### config.mk
export PLATFORM = sky130hd
export DESIGN_NAME = store_buffer
export DESIGN_NICKNAME = d
export VERILOG_FILES = /design/src/rtl/store_buffer.sv
export SDC_FILE = /design/constraint.sdc
export NUM_CORES = 1
export LEC_CHECK = 0
export ABC_CLOCK_PERIOD_IN_PS = 17500
export BUFFER_PORTS_ARGS = -buffer_cell sky130_fd_sc_hd__buf_2
export CELL_PAD_IN_SITES_DETAIL_PLACEMENT = 1
export CELL_PAD_IN_SITES_GLOBAL_PLACEMENT = 2
export CORE_ASPECT_RATIO = 0.75
export CORE_MARGIN = 10
export CORE_UTILIZATION = 44
export CTS_CLUSTER_SIZE = 8
export DETAILED_ROUTE_END_ITERATION = 16
export PLACE_DENSITY_LB_ADDON = 0.25
export SLEW_MARGIN = 0
export SYNTH_ARGS = -nofsm -noshare
export SYNTH_HDL_FRONTEND = slang
export SYNTH_SLANG_ARGS = --single-unit
### constraint.sdc
create_clock -name clk -period 17.5 [get_ports clk]
set_input_delay 3.5 -clock clk [delete_from_list [all_inputs] [get_ports clk]]
set_output_delay 3.5 -clock clk [all_outputs]
set_load 0.02 [all_outputs]
### src/rtl/store_buffer.sv
// Posted-write store buffer between EX/MEM and Datamem: queues stores and retires them when the port is free.
// Optional macro STORE_FWD_EN: load hits are forwarded from the youngest matching entry instead of stalling.
module store_buffer #(
  parameter int DEPTH  = 4,
  parameter int ADDR_W = 32,
  parameter int DATA_W = 32
) (
  input  logic                     clk,
  input  logic                     rst,
  input  logic                     mem_write_exmem,
  input  logic                     mem_read_exmem,
  input  logic [ADDR_W-1:0]        address,
  input  logic [DATA_W-1:0]        data_in,
  output logic                     stall,
  output logic                     dm_we,
  output logic                     dm_mem_read,
  output logic [ADDR_W-1:0]        dm_address,
  output logic [DATA_W-1:0]        dm_data_in,
  input  logic [DATA_W-1:0]        dm_data_out,
  output logic [DATA_W-1:0]        load_data,
  output logic                     load_valid,
  output logic [$clog2(DEPTH):0]   sb_count,
  output logic                     sb_empty
);
  localparam int PW = $clog2(DEPTH);
  localparam int CW = PW + 1;

  typedef struct packed {
    logic              vld;
    logic [ADDR_W-1:0] addr;
    logic [DATA_W-1:0] data;
  } entry_t;

  entry_t [DEPTH-1:0] ent;
  logic [PW-1:0]      head, tail, idx;
  logic [CW-1:0]      count;
  logic               ld, st, hit, ld_mem, ld_fwd, ld_stall, full, drain;
  logic [DATA_W-1:0]  fwd_data;

  // Walk oldest to youngest so the last match seen is the youngest one.
  always_comb begin
    hit      = 1'b0;
    fwd_data = '0;
    idx      = '0;
    for (int i = 0; i < DEPTH; i++) begin
      idx = head + PW'(i);
      if (ent[idx].vld && ent[idx].addr == address) begin
        hit      = 1'b1;
        fwd_data = ent[idx].data;
      end
    end
  end

  // A simultaneous read+write request is treated as a load; the store is dropped.
  assign ld     = mem_read_exmem;
  assign st     = mem_write_exmem & ~mem_read_exmem;
  assign ld_mem = ld & ~hit;
  assign full   = (count == CW'(DEPTH));
`ifdef STORE_FWD_EN
  assign ld_fwd   = ld & hit;
  assign ld_stall = 1'b0;
`else
  assign ld_fwd   = 1'b0;
  assign ld_stall = ld & hit;
`endif

  // Stores only steal a drain slot when the buffer is full; otherwise they just queue.
  assign drain = (count != '0) & ~ld_mem & (~st | full);

  always_comb begin
    stall       = 1'b0;
    dm_we       = 1'b0;
    dm_mem_read = 1'b0;
    dm_address  = '0;
    dm_data_in  = '0;
    load_data   = '0;
    load_valid  = 1'b0;
    if (rst) begin
      stall = ld_stall;
      if (ld_mem) begin
        dm_mem_read = 1'b1;
        dm_address  = address;
        load_data   = dm_data_out;
        load_valid  = 1'b1;
      end else if (drain) begin
        dm_we      = 1'b1;
        dm_address = ent[head].addr;
        dm_data_in = ent[head].data;
      end
      if (ld_fwd) begin
        load_data  = fwd_data;
        load_valid = 1'b1;
      end
    end
  end

  assign sb_count = count;
  assign sb_empty = (count == '0);

  always_ff @(posedge clk or negedge rst) begin
    if (!rst) begin
      ent   <= '0;
      head  <= '0;
      tail  <= '0;
      count <= '0;
    end else begin
      if (drain) begin
        ent[head].vld <= 1'b0;
        head          <= head + PW'(1);
      end
      // When full, head == tail: the push below overrides the pop's valid clear.
      if (st) begin
        ent[tail] <= '{vld: 1'b1, addr: address, data: data_in};
        tail      <= tail + PW'(1);
      end
      count <= count + CW'(st) - CW'(drain);
    end
  end
endmodule
==> reports/results.ini, run 1 <==
[run]
max-cap-violations = 0

[timing]
hold_ws_ns = 0.4956
setup_viol = 0
largest_clock_skew_in_the_final_design_ns = 0.02922
final_min_period_over_clock_period = 0.5900
rsz0062_at_grt = false
final_period_minus_worst_setup_slack_ns = 10.32
maxSlewViolCount = 0
hold_violations = 0
worstMarginPinSlew_ns = 0.9490
timing.max_slew.rel_slack = 0.3673
tns_ns = 0
timing.fmax_mhz = 96.85

[logic_synthesis]
yosysSeqAreaShare = 0.3761
synth.cell_area_um2 = 17770
yosys.area_share.simple = 0.09141
flip_flop_and_latch_count_after_synthesis = 267
syn_nets = 1590
synth-compound-area-share = 0.05437
post_synth_main_area_contributors = dfrtp_1 (38%), mux4_2 (16%), mux2_2 (15%), mux2i_1 (6.6%), xnor2_1 (5.2%)
synthesis.instances = 1480
synth_async_sr_flop_share = 1.000
most_common_cell_in_the_synthesized_netlist = dfrtp_1
synth_top_cells_by_count = dfrtp_1 (267), mux2_2 (229), nand2_1 (130), mux4_2 (127), mux2i_1 (117)
dominantRegCellSynth = dfrtp_1
avg_cell_area_syn_um2 = 12.00
synth_enable_flop_cells = 0
synth.lib_cells_used.distinct = 66
yosysWarningCount = 0
post_synth_fa_ha_maj_area_fraction = 0.007465
synth.area.mux_share = 0.3721
yosysTopAreaCellShare = 0.3761
combinational_family_with_the_most_area_after_synthesis = multiplexers
synthXorXnorAreaFrac = 0.05853
synth_largest_area_cell = dfrtp_1

[setup_path]
timing.critical_path.from_type = flop
crit_path_top_delay_cell = ha_4
worstPathRequired_ns = 14.00
critical_setup_path_class = flop to output pin
max_stage_delay_ns = 0.84
cp_top_family = buffers and inverters
worst_path_most_repeated_cell = buf_4
kind_of_capture_point_of_the_worst_setup_path = output pin
critical_path_buf_inv_count = 5
cp_max_fo = 48
crit_path_cell_trace = inv_1, buf_4, ha_4, buf_4, mux4_2, xnor2_1, nand4_1, or4_1, or3_1, o22ai_2, nor3_4, buf_4, mux2i_1, buf_2
critical_path_arrival_ns = 6.82

[status]
run_status = completed

[die]
initial_utilization = 0.4472
die_w_um = 252.0
design.die.area_um2 = 48900
fp.coreArea_um2 = 39730
number_of_standard_cell_rows_in_the_floorplan = 63
floorplan.io_pins = 204
dieHeight_um = 194.0

[final_layout]
layout-area-overhead-vs-synth_pct = 13.18
design.final.nets = 1718
fraction_of_final_layout_cells_sized_beyond_drive_strength_1 = 0.3959

[clock_network]
cts_hold_buf = 0
clock_tree.htree_level_count = 2
clk-insertion-delay-late_ns = 0.55
clk_path_buf_depth = 3
cts_setup_buffers = 0
clock_buffers_created_by_tritoncts = 39
cts.repair.resized = 0
cts_sinks = 267
post_cts_clock_slew_at_the_launch_and_capture_registers_of_the_worst_setup_and_hold_paths_ns = 0.05
ctsRootBufferMaster = clkbuf_16
cts_tree = yes

[place]
io_buffer_count = 203
gpl.final_weighted_congestion = 0.9681
post-dp-hpwl_um = 41120

[detailed_routing]
drt_pass1_iterations = 7
dr_total_vias = 13400
avgRoutedWirePerCell_um = 27.94
route.antenna.remaining_nets = 0
routed_wl_um = 59680
drt_iter0_markers = 1101
drcViolationCount = 0
vias_per_cell = 6.272

[pwr]
share_clk_of_total_power = 0.152
ir_worst_vdd_mv = 0.1590
share_seq_of_total_power = 0.275
total_leakage_power_uw = 0.008782
power_report.internal_total_uw = 2570
power.density_cell_area_nw_per_um2 = 227.0
logic_gate_share_of_total_power = 0.573
power.switching_fraction = 0.4368
switchingPower_uw = 1993

[global_routing]
grt_start_max_net_pins = 136
grt_antenna_before_repair = 2
number_of_global_route_vias_before_repair = 14020
globalRouteOverflowTotal = 0
grt_first_pass_wirelength_um = 90820
global_route.usage.total = 0.2399

[worst_hold_path]
hold_class = flop to flop

final timing paths:
| check | depth (start not counted) | endpoint | startpoint | slack, ns |
|---|---|---|---|---|
| worst max-delay path | 14 | dm_address[2] | head[0]$_DFFE_PN0N_ | 7.18 |
| worst min-delay path | 1 | ent[208]$_DFFE_PN0P_ | ent[208]$_DFFE_PN0P_ | 0.50 |
| worst min register to register | 1 | ent[208]$_DFFE_PN0P_ | ent[208]$_DFFE_PN0P_ | 0.50 |
| max in group asynchronous | 4 | ent[149]$_DFFE_PN0P_ | rst | 12.01 |
| worst max register to register | 18 | sb_count[2]$_DFF_PN0_ | head[0]$_DFFE_PN0N_ | 10.65 |
| min in group asynchronous | 1 | ent[28]$_DFFE_PN0P_ | rst | 2.92 |
placed cells by master (no fill, tap or decap), types with 8 or more instances in the layout:
cell type	instances
o22ai_1	13
nand3_1	22
mux4_2	127
buf_4	19
a21oi_1	17
dfrtp_1	265
ha_1	8
nor4_1	12
mux2_2	229
o21ai_0	42
nor2_1	13
clkbuf_16	39
nand2_1	126
and3_1	64
xor2_1	10
mux2i_1	117
nand4_1	44
inv_1	18
xnor2_1	105
buf_2	202
flip-flops by register name, summed over array words and instances (netlist names):
register and cells:
head 2, sb_count 3, ent 260, tail 2
metrics by stage:
stage | total power (µW) | worst slack (ns) | util | instances | cell area (µm²)
after global routing | 4819 | 6.833 | 0.5060 | 2135 | 20100
final | 4564 | 7.175 | 0.5061 | 2136 | 20110
after CTS | 4550 | 7.271 | 0.5060 | 2134 | 20100
after floorplan | 3063 | 8.090 | - | 1480 | 17770
after global placement | 3761 | 7.483 | 0.4787 | 2087 | 19020
after detailed placement | 3826 | 7.447 | 0.4787 | 2087 | 19020
area by class of cell:
type	count	area, µm²
Fill cell	4166	19620
Multi-Input combinational cell	1059	10420
Sequential cell	267	6689
Timing Repair Buffer	223	1189
Clock buffer	44	1015
Tap cell	520	650.6
Clock inverter	3	68.82
Inverter	18	67.56
Antenna cell	2	5.005
worst register-to-register path: cells and delay by family (launching register included):
kind / cells / cell delay, ns
adders and majority gates: 3 / 1.44
and+or+nand+nor: 4 / 1.05
xor gates and xnor gates: 3 / 0.82
DFF: 1 / 0.82
buffers and inverters: 5 / 1.57
muxes: 1 / 0.49
AOI/OAI and AO/OA: 2 / 0.56
layer usage:
metal  wire, µm  track usage
met5          7            0
met4       1398      0.05998
met3       4206      0.05492
met2      27050       0.3625
met1      27020       0.3413
kinds of logic after synthesis:
group	after synthesis
xor gates and xnor gates	117
buffers and inverters	154
muxes	473
and+or+nand+nor	319
adders and majority gates	10
AOI/OAI and AO/OA	140
DFF	267
power groups by stage:
stage / logic (µW) / clock network (µW) / registers [µW]
after floorplan: 1940 / 0 / 1120
after global placement: 2540 / 0 / 1220
after detailed placement: 2570 / 0 / 1250
after CTS: 2600 / 709 / 1250
after global routing: 2780 / 737 / 1300
final: 2620 / 693 / 1250
(Power assumes the default switching activity.)
==> run 2: changes to the inputs <==
--- a/config.mk
+++ b/config.mk
@@ -5,13 +5,13 @@
 export SDC_FILE = /design/constraint.sdc
 export NUM_CORES = 1
 export LEC_CHECK = 0
-export ABC_CLOCK_PERIOD_IN_PS = 17500
+export ABC_CLOCK_PERIOD_IN_PS = 9600
 export BUFFER_PORTS_ARGS = -buffer_cell sky130_fd_sc_hd__buf_2
 export CELL_PAD_IN_SITES_DETAIL_PLACEMENT = 1
 export CELL_PAD_IN_SITES_GLOBAL_PLACEMENT = 2
 export CORE_ASPECT_RATIO = 0.75
 export CORE_MARGIN = 10
-export CORE_UTILIZATION = 44
+export CORE_UTILIZATION = 41
 export CTS_CLUSTER_SIZE = 8
 export DETAILED_ROUTE_END_ITERATION = 16
 export PLACE_DENSITY_LB_ADDON = 0.25
==> constraint.sdc (replaced) <==
create_clock -name clk -period 9.6 [get_ports clk]
set_input_delay 1.92 -clock clk [delete_from_list [all_inputs] [get_ports clk]]
set_output_delay 1.92 -clock clk [all_outputs]
set_load 0.02 [all_outputs]
==> reports/results.ini, run 2 (synthesis gave the netlist of run 1 again) <==
[global_routing]
grt_start_max_net_pins = 134
met1_usage = 0.3165
grtUsageMet2 = 0.3501
globalRouteOverflowTotal = 0
global_route.usage.total = 0.2258
grt_first_pass_wirelength_um = 91420
number_of_global_route_vias_before_repair = 14110
most_utilized_layer_in_the_global_route_result = met2
met3_usage = 0.05408
grt_antenna_before_repair = 2

[final_layout]
final_cell_mix = dfrtp_1 (265), mux2_2 (229), buf_2 (202), mux4_2 (127), nand2_1 (126)
layout-area-overhead-vs-synth_pct = 13.51
fraction_of_final_layout_cells_sized_beyond_drive_strength_1 = 0.3960
flip_flop_count_of_the_largest_register_all_copies_and_words_added = 260
sequential_cell_area_um2 = 6689
multiInputGateArea_um2 = 10420
final.fill_count = 4475
design.final.nets = 1717
layout.cell_area.non_filler_um2 = 20170
max_flop_register = ent
most_common_cell_after_layout_fill_and_taps_aside = dfrtp_1

[die]
initial_utilization = 0.4185
dieHeight_um = 200.3
number_of_standard_cell_rows_in_the_floorplan = 65
die_w_um = 260.4
design.die.area_um2 = 52140
floorplan.io_pins = 204
fp.coreArea_um2 = 42450

[detailed_routing]
routed_wl_um = 60020
drcViolationCount = 0
vias_per_cell = 6.140
route.antenna.remaining_nets = 0
drt_iter0_markers = 944
dr_total_vias = 13390
drt_pass1_iterations = 5
avgRoutedWirePerCell_um = 27.52

[timing]
hold_violations = 0
worstMarginPinSlew_ns = 0.9544
timing.max_slew.rel_slack = 0.3579
largest_clock_skew_in_the_final_design_ns = 0.02156
rsz0062_at_grt = false
tns_ns = 0
setup_viol = 0
final_period_minus_worst_setup_slack_ns = 7.803
fin_ws_ns = 1.797
maxSlewViolCount = 0
final_min_period_over_clock_period = 0.8128
timing.fmax_mhz = 128.2

[clock_network]
clock_buffers_created_by_tritoncts = 39
cts.repair.resized = 0
clock_tree.htree_level_count = 2
ctsRootBufferMaster = clkbuf_16
cts_tree = yes
cts_sinks = 267
post_cts_clock_slew_at_the_launch_and_capture_registers_of_the_worst_setup_and_hold_paths_ns = 0.05
clk_path_buf_depth = 3
cts_setup_buffers = 0
clk-insertion-delay-late_ns = 0.55
cts_hold_buf = 0

[setup_path]
reg2regPathDepth = 17
timing.critical_path.from_type = flop
worst_path_most_repeated_cell = buf_4
crit_path_cell_trace = inv_1, ha_4, buf_4, mux4_2, xnor2_1, nand4_1, or4_1, or3_1, o22ai_2, nor3_4, buf_4, mux2i_1, buf_2
worstReg2RegEnd = sb_count[2]$_DFF_PN0_
critical_path_arrival_ns = 5.88
crit_path_top_delay_cell = dfrtp_4
critical_path_buf_inv_count = 4
critical_setup_path_class = flop to output pin
max_stage_delay_ns = 0.86
crit_reg_reg_startpoint = head[1]$_DFFE_PN0N_
worst_setup_path_startpoint = head[1]$_DFFE_PN0N_
timing.reg2reg.setup_slack_ns = 3.58
cp_top_family = buffers and inverters
cp_max_fo = 43
worstPathRequired_ns = 7.68
kind_of_capture_point_of_the_worst_setup_path = output pin

[worst_hold_path]
hold_path.startpoint = ent[157]$_DFFE_PN0P_
min_to = ent[157]$_DFFE_PN0P_
hold-path-cell-count = 1
hold_class = flop to flop

[place]
gpl.final_weighted_congestion = 0.9731
post-dp-hpwl_um = 42400
post_dp_cell_area_um2 = 19100
place_ws_ns = 2.442
io_buffer_count = 203

[pwr]
total_leakage_power_uw = 0.008780
ir_worst_vdd_mv = 0.1760
power.density_cell_area_nw_per_um2 = 410.1

[run]
max-cap-violations = 0

[status]
run_status = completed

run 2: changes by cell type in the layout (fill, tap and decap cells not counted):
cell	delta
buf_4	-3
buf_12	+2
clkbuf_1	-2
clkbuf_8	-1
clkinv_2	+1
diode_2	-1
run 2: cell type report:
type,instances,share of cell area
clock inverters,4,0.003661
repair buffers,222,0.05981
multi-input cells,1059,0.5168
flip-flops and latches,267,0.3317
inverters,18,0.003350
clock buffers,41,0.04926
well taps,569,0.03530
diodes,1,0.0001241
run 2: worst register-to-register path, stage by stage, from the launching register on:
cell and delay [ns]:
dfrtp_4 0.86, inv_1 0.29, ha_4 0.57, buf_4 0.49, mux4_2 0.40, xnor2_1 0.44, nand4_1 0.16, or4_1 0.46
or3_1 0.41, o22ai_2 0.39, nor3_4 0.06, buf_4 0.28, a21oi_1 0.20, ha_1 0.16, inv_1 0.05, fa_1 0.40
xnor2_1 0.15, xnor2_1 0.12
run 2: worst max path at each step:
stage,endpoint,slack [ns],depth (start not counted)
finish,dm_address[3],1.80,13
global route,dm_address[3],1.60,13
CTS,dm_address[3],1.85,13
detailed placement,dm_address[3],2.44,13
global placement,dm_address[3],2.51,13
floorplan,load_valid,2.48,23
run 2: power breakdown:
group,switching (µW),total [µW],internal [µW]
Combinational,2430,4680,2250
Clock,513,1250,733
Sequential,654,2350,1690
Total,3590,8270,4680
run 2: metrics by stage:
step	hold WS [ns]	total power, µW	utilization	instances
global placement	0.4822	6867	0.4498	2135
floorplan	0.4739	5583	-	1480
global route	0.5067	8747	0.4750	2180
CTS	0.5002	8271	0.4750	2180
detailed placement	0.4893	6973	0.4498	2135
finish	0.4984	8270	0.4750	2181
run 2: per-layer routing:
| layer | vias to the layer above | share of wire |
|---|---|---|
| li1 | 5830 | - |
| met4 | 0 | 0.015 |
| met3 | 66 | 0.074 |
| met1 | 7054 | 0.45 |
| met2 | 441 | 0.46 |
| met5 | - | 0 |
